`src/rtl/seq_detect_pkg.sv`:
```
// Shared constants for the serial pattern detector: FSM encoding and default sizes.
package seq_detect_pkg;
    localparam int DEF_MAX_LEN = 8;
    localparam int DEF_CNT_W   = 8;

    localparam logic [1:0] ST_IDLE   = 2'd0;
    localparam logic [1:0] ST_FILL   = 2'd1;
    localparam logic [1:0] ST_DETECT = 2'd2;
endpackage

```
`src/rtl/seq_shift_reg.sv`:
```
// History shift register: newest serial bit enters at the LSB, older bits move left.
module seq_shift_reg #(
    parameter int MAX_LEN = 8
) (
    input  logic               Clk,
    input  logic               Rst_n,
    input  logic               shift_en,
    input  logic               clr,
    input  logic               din,
    output logic [MAX_LEN-1:0] q
);
    always_ff @(posedge Clk or negedge Rst_n) begin
        if (!Rst_n) begin
            q <= '0;
        end else if (clr) begin
            q <= '0;
        end else if (shift_en) begin
            q <= {q[MAX_LEN-2:0], din};
        end
    end
endmodule

```
`src/rtl/seq_detect_ctrl.sv`:
```
// Programmable serial-pattern detector: owns the history register, a fill counter,
// the IDLE/FILL/DETECT sequencer and a saturating match counter.
module seq_detect_ctrl
    import seq_detect_pkg::*;
#(
    parameter int MAX_LEN = DEF_MAX_LEN,
    parameter int LEN_W   = $clog2(MAX_LEN + 1),
    parameter int CNT_W   = DEF_CNT_W
) (
    input  logic               Clk,
    input  logic               Rst_n,
    input  logic               cfg_load,
    input  logic [MAX_LEN-1:0] cfg_pattern,
    input  logic [LEN_W-1:0]   cfg_len,
    input  logic               cfg_overlap,
    input  logic               din,
    input  logic               din_valid,
    input  logic               clr_count,
    output logic               match,
    output logic [CNT_W-1:0]   match_count,
    output logic [1:0]         state
);
    logic [MAX_LEN-1:0] pattern_q;
    logic [LEN_W-1:0]   len_q;
    logic               overlap_q;
    logic [LEN_W-1:0]   fill_cnt;
    logic [LEN_W-1:0]   fill_inc;
    logic [LEN_W-1:0]   len_clamped;
    logic [MAX_LEN-1:0] history;
    logic [MAX_LEN-1:0] hist_new;
    logic [MAX_LEN-1:0] len_mask;
    logic [1:0]         next_state;
    logic               bit_en;
    logic               at_len;
    logic               armed;
    logic               hit;

    // A bit arriving alongside cfg_load belongs to the old configuration and is dropped.
    assign bit_en      = din_valid && !cfg_load;
    assign len_clamped = (cfg_len > LEN_W'(MAX_LEN)) ? LEN_W'(MAX_LEN) : cfg_len;

    seq_shift_reg #(.MAX_LEN(MAX_LEN)) u_hist (
        .Clk      (Clk),
        .Rst_n    (Rst_n),
        .shift_en (bit_en),
        .clr      (cfg_load),
        .din      (din),
        .q        (history)
    );

    always_ff @(posedge Clk or negedge Rst_n) begin
        if (!Rst_n) begin
            state <= ST_IDLE;
        end else begin
            state <= next_state;
        end
    end

    always_comb begin
        next_state = state;
        if (cfg_load) begin
            next_state = (len_clamped == '0) ? ST_IDLE : ST_FILL;
        end else if (bit_en) begin
            case (state)
                ST_FILL:   if (at_len) next_state = (hit && !overlap_q) ? ST_FILL : ST_DETECT;
                ST_DETECT: if (hit && !overlap_q) next_state = ST_FILL;
                default:   next_state = ST_IDLE;
            endcase
        end
    end

    // Compare against the history as it will look after this bit is shifted in.
    always_comb begin
        len_mask = '0;
        for (int i = 0; i < MAX_LEN; i++) begin
            len_mask[i] = (i < int'(len_q));
        end
        hist_new = {history[MAX_LEN-2:0], din};
        fill_inc = fill_cnt + LEN_W'(1);
        at_len   = (fill_inc == len_q);
        armed    = (state == ST_DETECT) || ((state == ST_FILL) && at_len);
        hit      = bit_en && armed && (((hist_new ^ pattern_q) & len_mask) == '0);
    end

    always_ff @(posedge Clk or negedge Rst_n) begin
        if (!Rst_n) begin
            pattern_q   <= '0;
            len_q       <= '0;
            overlap_q   <= 1'b0;
            fill_cnt    <= '0;
            match       <= 1'b0;
            match_count <= '0;
        end else begin
            if (cfg_load) begin
                pattern_q <= cfg_pattern;
                len_q     <= len_clamped;
                overlap_q <= cfg_overlap;
                fill_cnt  <= '0;
            end else if (bit_en && (state != ST_IDLE)) begin
                if (hit && !overlap_q) begin
                    fill_cnt <= '0;
                end else if (fill_cnt != len_q) begin
                    fill_cnt <= fill_inc;
                end
            end
            match <= hit;
            if (clr_count) begin
                match_count <= '0;
            end else if (hit && (match_count != '1)) begin
                match_count <= match_count + CNT_W'(1);
            end
        end
    end
endmodule

```
`config.mk`:
```
export PLATFORM = sky130hd
export DESIGN_NAME = seq_detect_ctrl
export DESIGN_NICKNAME = d
export VERILOG_FILES = /design/src/rtl/seq_detect_pkg.sv /design/src/rtl/seq_shift_reg.sv /design/src/rtl/seq_detect_ctrl.sv
export SDC_FILE = /design/constraint.sdc
export NUM_CORES = 1
export LEC_CHECK = 0
export CORE_UTILIZATION = 35
export CTS_CLUSTER_DIAMETER = 100
export DETAILED_ROUTE_END_ITERATION = 12
export MAX_ROUTING_LAYER = met4
export PLACE_DENSITY = 0.6
export SLEW_MARGIN = 10
export SYNTH_ARGS = -nofsm -noshare
export SYNTH_HDL_FRONTEND = slang
export SYNTH_SLANG_ARGS = --single-unit
```
`constraint.sdc`:
```
create_clock -name Clk -period 2.6 [get_ports Clk]
set_input_delay 0.39 -clock Clk [delete_from_list [all_inputs] [get_ports Clk]]
set_output_delay 0.39 -clock Clk [all_outputs]
set_load 0.02 [all_outputs]
```
==> results of run 1 <==
==> path summary, 6_finish.rpt <==
kind | end | slack [ns] | cells after the start
setup / recovery | fill_cnt[0] | 0.30 | 7
min in group Clk | pattern_q[3] | 0.54 | 1
hold reg to reg | pattern_q[3] | 0.54 | 1
hold / removal | match_count[4] | 0.51 | 2
max in group asynchronous | len_q[2] | 1.75 | 2
setup reg to reg | fill_cnt[0] | 0.30 | 7
==> worst reg2reg max path, stage by stage (launching register included) <==
cell     delay, ns
dfrtp_1       0.43
ha_1          0.34
xor2_1        0.17
nor2_1        0.17
a41oi_1       0.23
nor4_4        0.42
o22ai_2       0.15
mux2_4        0.27
==> per-layer routing <==
layer / GRT usage [%] / wire (um) / part of all wire, % / vias to the layer above
li1: - / - / - / 736
met1: 19.73 / 1981 / 49 / 732
met2: 24.16 / 1894 / 47 / 24
met3: 3.690 / 140 / 3.5 / 2
met4: 4.717 / 17 / 0.42 / 0
met5: - / 0 / 0 / -
==> placed cells by master, fill, tap and decap left out, drive strengths merged, types with 2 or more instances in the layout <==
master / synthesis / final
o22ai: 4 / 4
xor2: 6 / 6
a31o: 2 / 2
nand3: 3 / 3
clkdlybuf4s50: 0 / 29
clkbuf: 6 / 6
nand2: 9 / 9
xnor2: 10 / 10
nor2: 16 / 16
buf: 5 / 4
dfrtp: 35 / 35
o32a: 2 / 2
o21ai: 4 / 4
nand4: 4 / 4
mux2i: 9 / 9
a21oi: 10 / 10
nand4b: 2 / 2
nand2b: 2 / 2
nor3: 4 / 4
nor2b: 3 / 3
mux2: 13 / 13
a31oi: 4 / 4
ha: 5 / 5
and3: 5 / 5
inv: 7 / 7
==> flip-flops by register name (all words and copies together) (netlist names) <==
signal / cells
pattern_q: 8
u_hist.q: 7
overlap_q: 1
len_q: 4
match_count: 8
fill_cnt: 4
state: 2
match: 1
==> layout make-up <==
class	instances	area (um^2)	share of cell area (%)
Timing Repair Buffer	33	320.3	13.31
Tap cell	72	90.09	3.744
Inverter	7	26.28	1.092
Sequential cell	35	875.8	36.40
Clock buffer	6	72.57	3.016
Multi-Input combinational cell	135	1021	42.43
==> kinds of logic (layout without fill, tap and decap cells) <==
family	count (synthesis)	after routing
buf+inv	18	46
fa+ha+maj	5	5
mux	22	22
simple gates	54	54
compound gates	38	38
xor+xnor	16	16
flops	35	35
==> power groups by stage <==
stage	Combinational [uW]	Clock (uW)	Sequential, uW
2_1_floorplan	203	0	623
3_3_place_gp	290	0	630
3_5_place_dp	292	0	630
4_1_cts	294	378	620
5_1_grt	323	402	625
6_report	290	362	619
==> per-stage QoR <==
stage / power [uW] / instance area (um^2) / hold WS [ns] / utilization, % / instances
floorplan: 825.2 / 1978 / 0.09441 / - / 188
global placement: 920.0 / 2333 / 0.5194 / 42.64 / 282
detailed placement: 922.3 / 2333 / 0.5236 / 42.64 / 282
CTS: 1291 / 2406 / 0.5345 / 43.96 / 288
global route: 1351 / 2406 / 0.5530 / 43.96 / 288
finish: 1271 / 2406 / 0.5086 / 43.96 / 288
==> flow_summary.yaml, run 1 <==
synth:
  synth-warning-count: 0
  yosysTopAreaCellShare_pct: 44.28
  syn-num-nets: 212
  synth_commonest_cells: "35 x dfrtp_1, 16 x nor2_1, 12 x mux2_2"
  synth_area_mm2: 0.001978
  synth_compound_area_share_pct: 14.23
  ys_ff_latch: 35
  synth_largest_area_cell: "dfrtp_1"
  synthSimpleGateAreaFrac_pct: 14.99
  ys_seq_area_share_pct: 44.28
  synth_top_family_by_area: "simple AND/OR/NAND/NOR gates"
  avgSynthCellArea_um2: 10.52
  synthArstFlopShare_pct: 100.0
  yosysUniqueCellTypes: 48
  synth_xor_area_share_pct: 7.084
  yosys.area_share.adder_pct: 3.163
  synthCells: 188
  synthMuxAreaShare_pct: 12.14
  synth_flop_cell: "dfrtp_1"
  synth.area.top_cells: "dfrtp_1 44%, mux2_2 6.8%, mux2i_1 4.6%"
  synth_most_common_cell: "dfrtp_1"
  synth_edf_count: 0
timing:
  fmax_mhz: 434.4
  final-hold-violation-count: 0
  period_needed_ns: 2.302
  finalSetupTns_ns: 0
  clock_skew_ns: 0.007172
  rsz0062_at_grt: "no"
  maxSlewViolCount: 0
  maxSlewHeadroom_pct: 69.71
  setup_viol_count_final: 0
  worst_pin_slew_ns: 0.4543
  finalWorstSetupSlack_ns: 0.2980
  period_share_pct: 88.54
job:
  maxCapViolCount: 0
routing:
  viasPerCell: 5.188
  drt_first_pass_iters: 4
  wire_per_inst_um: 14.00
  routed_wl_um: 4033
  num_vias: 1494
  drc: 0
  ant_nets: 0
  drt-initial-drc-count: 69
cells_and_area:
  num_antenna_cells: 0
  synthToLayoutAreaGrowth_pct: 21.63
  nNetsFinal: 241
  drive_gt1_share_pct: 14.35
  n_fill_cell: 553
cts:
  holdBufCountCts: 0
  cts_buffers: 5
  cts_resized: 0
  clk_pin_slew_ns: 0.07
  cts_tree: "built"
  clock_latency_ns: 0.28
  clk_path_buf_depth: 2
  postCtsSetupRepairBufs: 0
  ctsRootBufferMaster: "clkbuf_8"
  htreeDepth: 2
  cts.sinks: 35
die:
  die_y_um: 77.18
  io_pins: 30
  die-area_mm2: 0.005957
  num_rows: 27
  core_area_mm2: 0.005473
  die_x_um: 77.18
  start_util_pct: 36.15
setup_path:
  r2r-start: "fill_cnt[0]"
  cp.arrival_ns: 2.47
  slowest_stage: "dfrtp_1"
  crit_required_ns: 2.77
  path_cells: "ha_1 -> xor2_1 -> nor2_1 -> a41oi_1 -> nor4_4 -> o22ai_2 -> mux2_4"
  cpLargestDelayFamily: "simple AND/OR/NAND/NOR gates"
  startpoint_type: "flop"
  path_max_fanout: 6
  crit_type: "reg -> reg"
  crit_start: "fill_cnt[0]"
  cp_num_buf_inv: 0
  critPathCaptureType: "flop"
  cpPeakStageDelay_ns: 0.43
placed_design:
  hpwl_um: 2959
  numPortBuffers: 29
  dp_slack_ns: 0.2898
  place.gp.congestion: 0.8173
grt:
  grt_usage_pct: 15.46
  antenna_found_initial: 0
  grt_pass1_wl_um: 7051
  grt_pass1_vias: 1504
  grt_overflow_total: 0
  grt_max_degree: 36
power_and_ir_drop:
  peakVddDrop_mv: 0.2349
  switching_power_uw: 371.7
  p_comb_share_pct: 22.8
  p_per_area_mw_per_mm2: 528.4
  pwr-share-clk_pct: 28.5
  intPower_uw: 899.7
  swShare_pct: 29.24
  p_leak_uw: 0.001011
  p_seq_share_pct: 48.7
worst_hold_path:
  worst_hold_path_type: "in -> async"
run_status:
  status: "finished, final reports clean"
Power figures use the tool's default switching activity.
==> run 2, diff against run 1 <==
Settings changed: SKIP_CTS_REPAIR_TIMING from default to 1.
==> results of run 2 <==
The final DEF is identical to that of run 1; final timing and power are the same.
==> run 3, diff against run 2 <==
Settings changed: GPL_TIMING_DRIVEN from default to 0.
==> flow_summary.yaml, run 3 (synthesis results as in run 1) <==
run_status:
  status: "finished, final reports clean"
die:
  start_util_pct: 36.15
  core_area_mm2: 0.005473
  die-area_mm2: 0.005957
  io_pins: 30
  num_rows: 27
  die_y_um: 77.18
  die_x_um: 77.18
timing:
  fmax_mhz: 420.8
  rsz0062_at_grt: "no"
  maxSlewViolCount: 0
  final-hold-violation-count: 0
  period_share_pct: 91.39
  maxSlewHeadroom_pct: 57.39
  setup_viol_count_final: 0
  period_needed_ns: 2.376
  clock_skew_ns: 0.004754
  finalSetupTns_ns: 0
  worst_pin_slew_ns: 0.6391
placed_design:
  dpl_cell_area_mm2: 0.002344
  numPortBuffers: 26
  hpwl_um: 2999
  place.gp.congestion: 0.7758
setup_path:
  worstReg2RegEnd: "fill_cnt[0]"
  path_max_fanout: 6
  rr_worst_depth: 7
  crit_start: "fill_cnt[0]"
  critPathCaptureType: "flop"
  r2r-start: "fill_cnt[0]"
  r2r_slack_ns: 0.22
  slowest_stage: "dfrtp_1"
  startpoint_type: "flop"
  cpPeakStageDelay_ns: 0.44
  crit_required_ns: 2.78
  cp.arrival_ns: 2.56
  crit_type: "reg -> reg"
  path_cells: "ha_1 -> xor2_1 -> nor2_1 -> a41oi_1 -> nor4_4 -> o22ai_2 -> mux2_4"
cts:
  cts.sinks: 35
  cts_buffers: 5
  clock_latency_ns: 0.29
  htreeDepth: 2
  cts_tree: "built"
  clk_path_buf_depth: 2
  clk_pin_slew_ns: 0.07
  ctsRootBufferMaster: "clkbuf_8"
cells_and_area:
  reg.largest.list: "match_count (8), pattern_q (8), u_hist.q (7)"
  nNetsFinal: 247
  num_antenna_cells: 0
  drive_gt1_share_pct: 15.63
  fin_area_mm2: 0.002454
  mostFrequentLayoutCell: "dfrtp_1"
  n_fill_cell: 540
  synthToLayoutAreaGrowth_pct: 24.04
  layout_common_cells: "35 x dfrtp_1, 25 x clkdlybuf4s50_1, 16 x nor2_1, 12 x mux2_2"
power_and_ir_drop:
  peakVddDrop_mv: 0.2108
  p_per_area_mw_per_mm2: 552.4
  p_leak_uw: 0.001036
routing:
  drc: 0
  wire_per_inst_um: 14.15
  ant_nets: 0
  drt_first_pass_iters: 4
  num_vias: 1502
  drt-initial-drc-count: 59
  routed_wl_um: 4189
  viasPerCell: 5.074
grt:
  grt_usage_pct: 16.52
  grt_pass1_vias: 1516
  grt_overflow_total: 0
  antenna_found_initial: 0
  grt_max_degree: 35
  grt_pass1_wl_um: 7438
job:
  maxCapViolCount: 0
worst_hold_path:
  worst_hold_path_type: "in -> async"
## run 3: metal layers
layer  routed length, um  share of wire, %  global-route usage (%)
met1                2099                50                   21.69
met2                1869                45                   24.25
met3                 137               3.3                   4.048
met4                  81               1.9                   6.792
met5                   0                 0                       -
## run 3: cell type report
type | instances | area [um^2] | share of cell area [%]
Timing Repair Buffer | 28 | 285.3 | 11.63
Clock buffer | 8 | 100.1 | 4.080
Multi-Input combinational cell | 135 | 1021 | 41.61
Inverter | 7 | 26.28 | 1.071
Buffer | 11 | 55.05 | 2.244
Sequential cell | 35 | 875.8 | 35.70
Tap cell | 72 | 90.09 | 3.672
## run 3: worst max path at each step
stage,to,cells after the start,slack [ns]
after global routing,fill_cnt[0],7,0.06
final,fill_cnt[0],7,0.22
after global placement,fill_cnt[0],6,0.18
after floorplan,fill_cnt[0],7,0.49
after detailed placement,fill_cnt[0],6,0.17
after CTS,fill_cnt[0],7,0.21
## run 3: per-stage QoR
stage / worst slack, ns / power [uW] / cells / util [%] / hold slack (ns)
floorplan: 0.4851 / 825.2 / 188 / - / 0.09441
global placement: 0.1782 / 920.2 / 286 / 42.55 / 0.5182
detailed placement: 0.1720 / 926.7 / 287 / 42.82 / 0.1891
CTS: 0.2069 / 1372 / 295 / 44.65 / -0.1265
global route: 0.06453 / 1438 / 296 / 44.83 / 0.4177
finish: 0.2238 / 1355 / 296 / 44.83 / 0.4109
## run 3: critical path, delay by kind of cell, from the launching register on
kind                     cells  cell delay [ns]
AND/OR/NAND/NOR              2             0.60
AO/OA/AOI/OAI                2             0.41
XOR/XNOR                     1             0.17
flip-flops                   1             0.44
adder cells (fa/ha/maj)      1             0.36
multiplexers                 1             0.27
## run 3: where the power goes
group / switching, uW / total, uW / internal, uW
Clock: 197 / 438 / 242
Combinational: 161 / 306 / 145
Sequential: 32.0 / 611 / 579
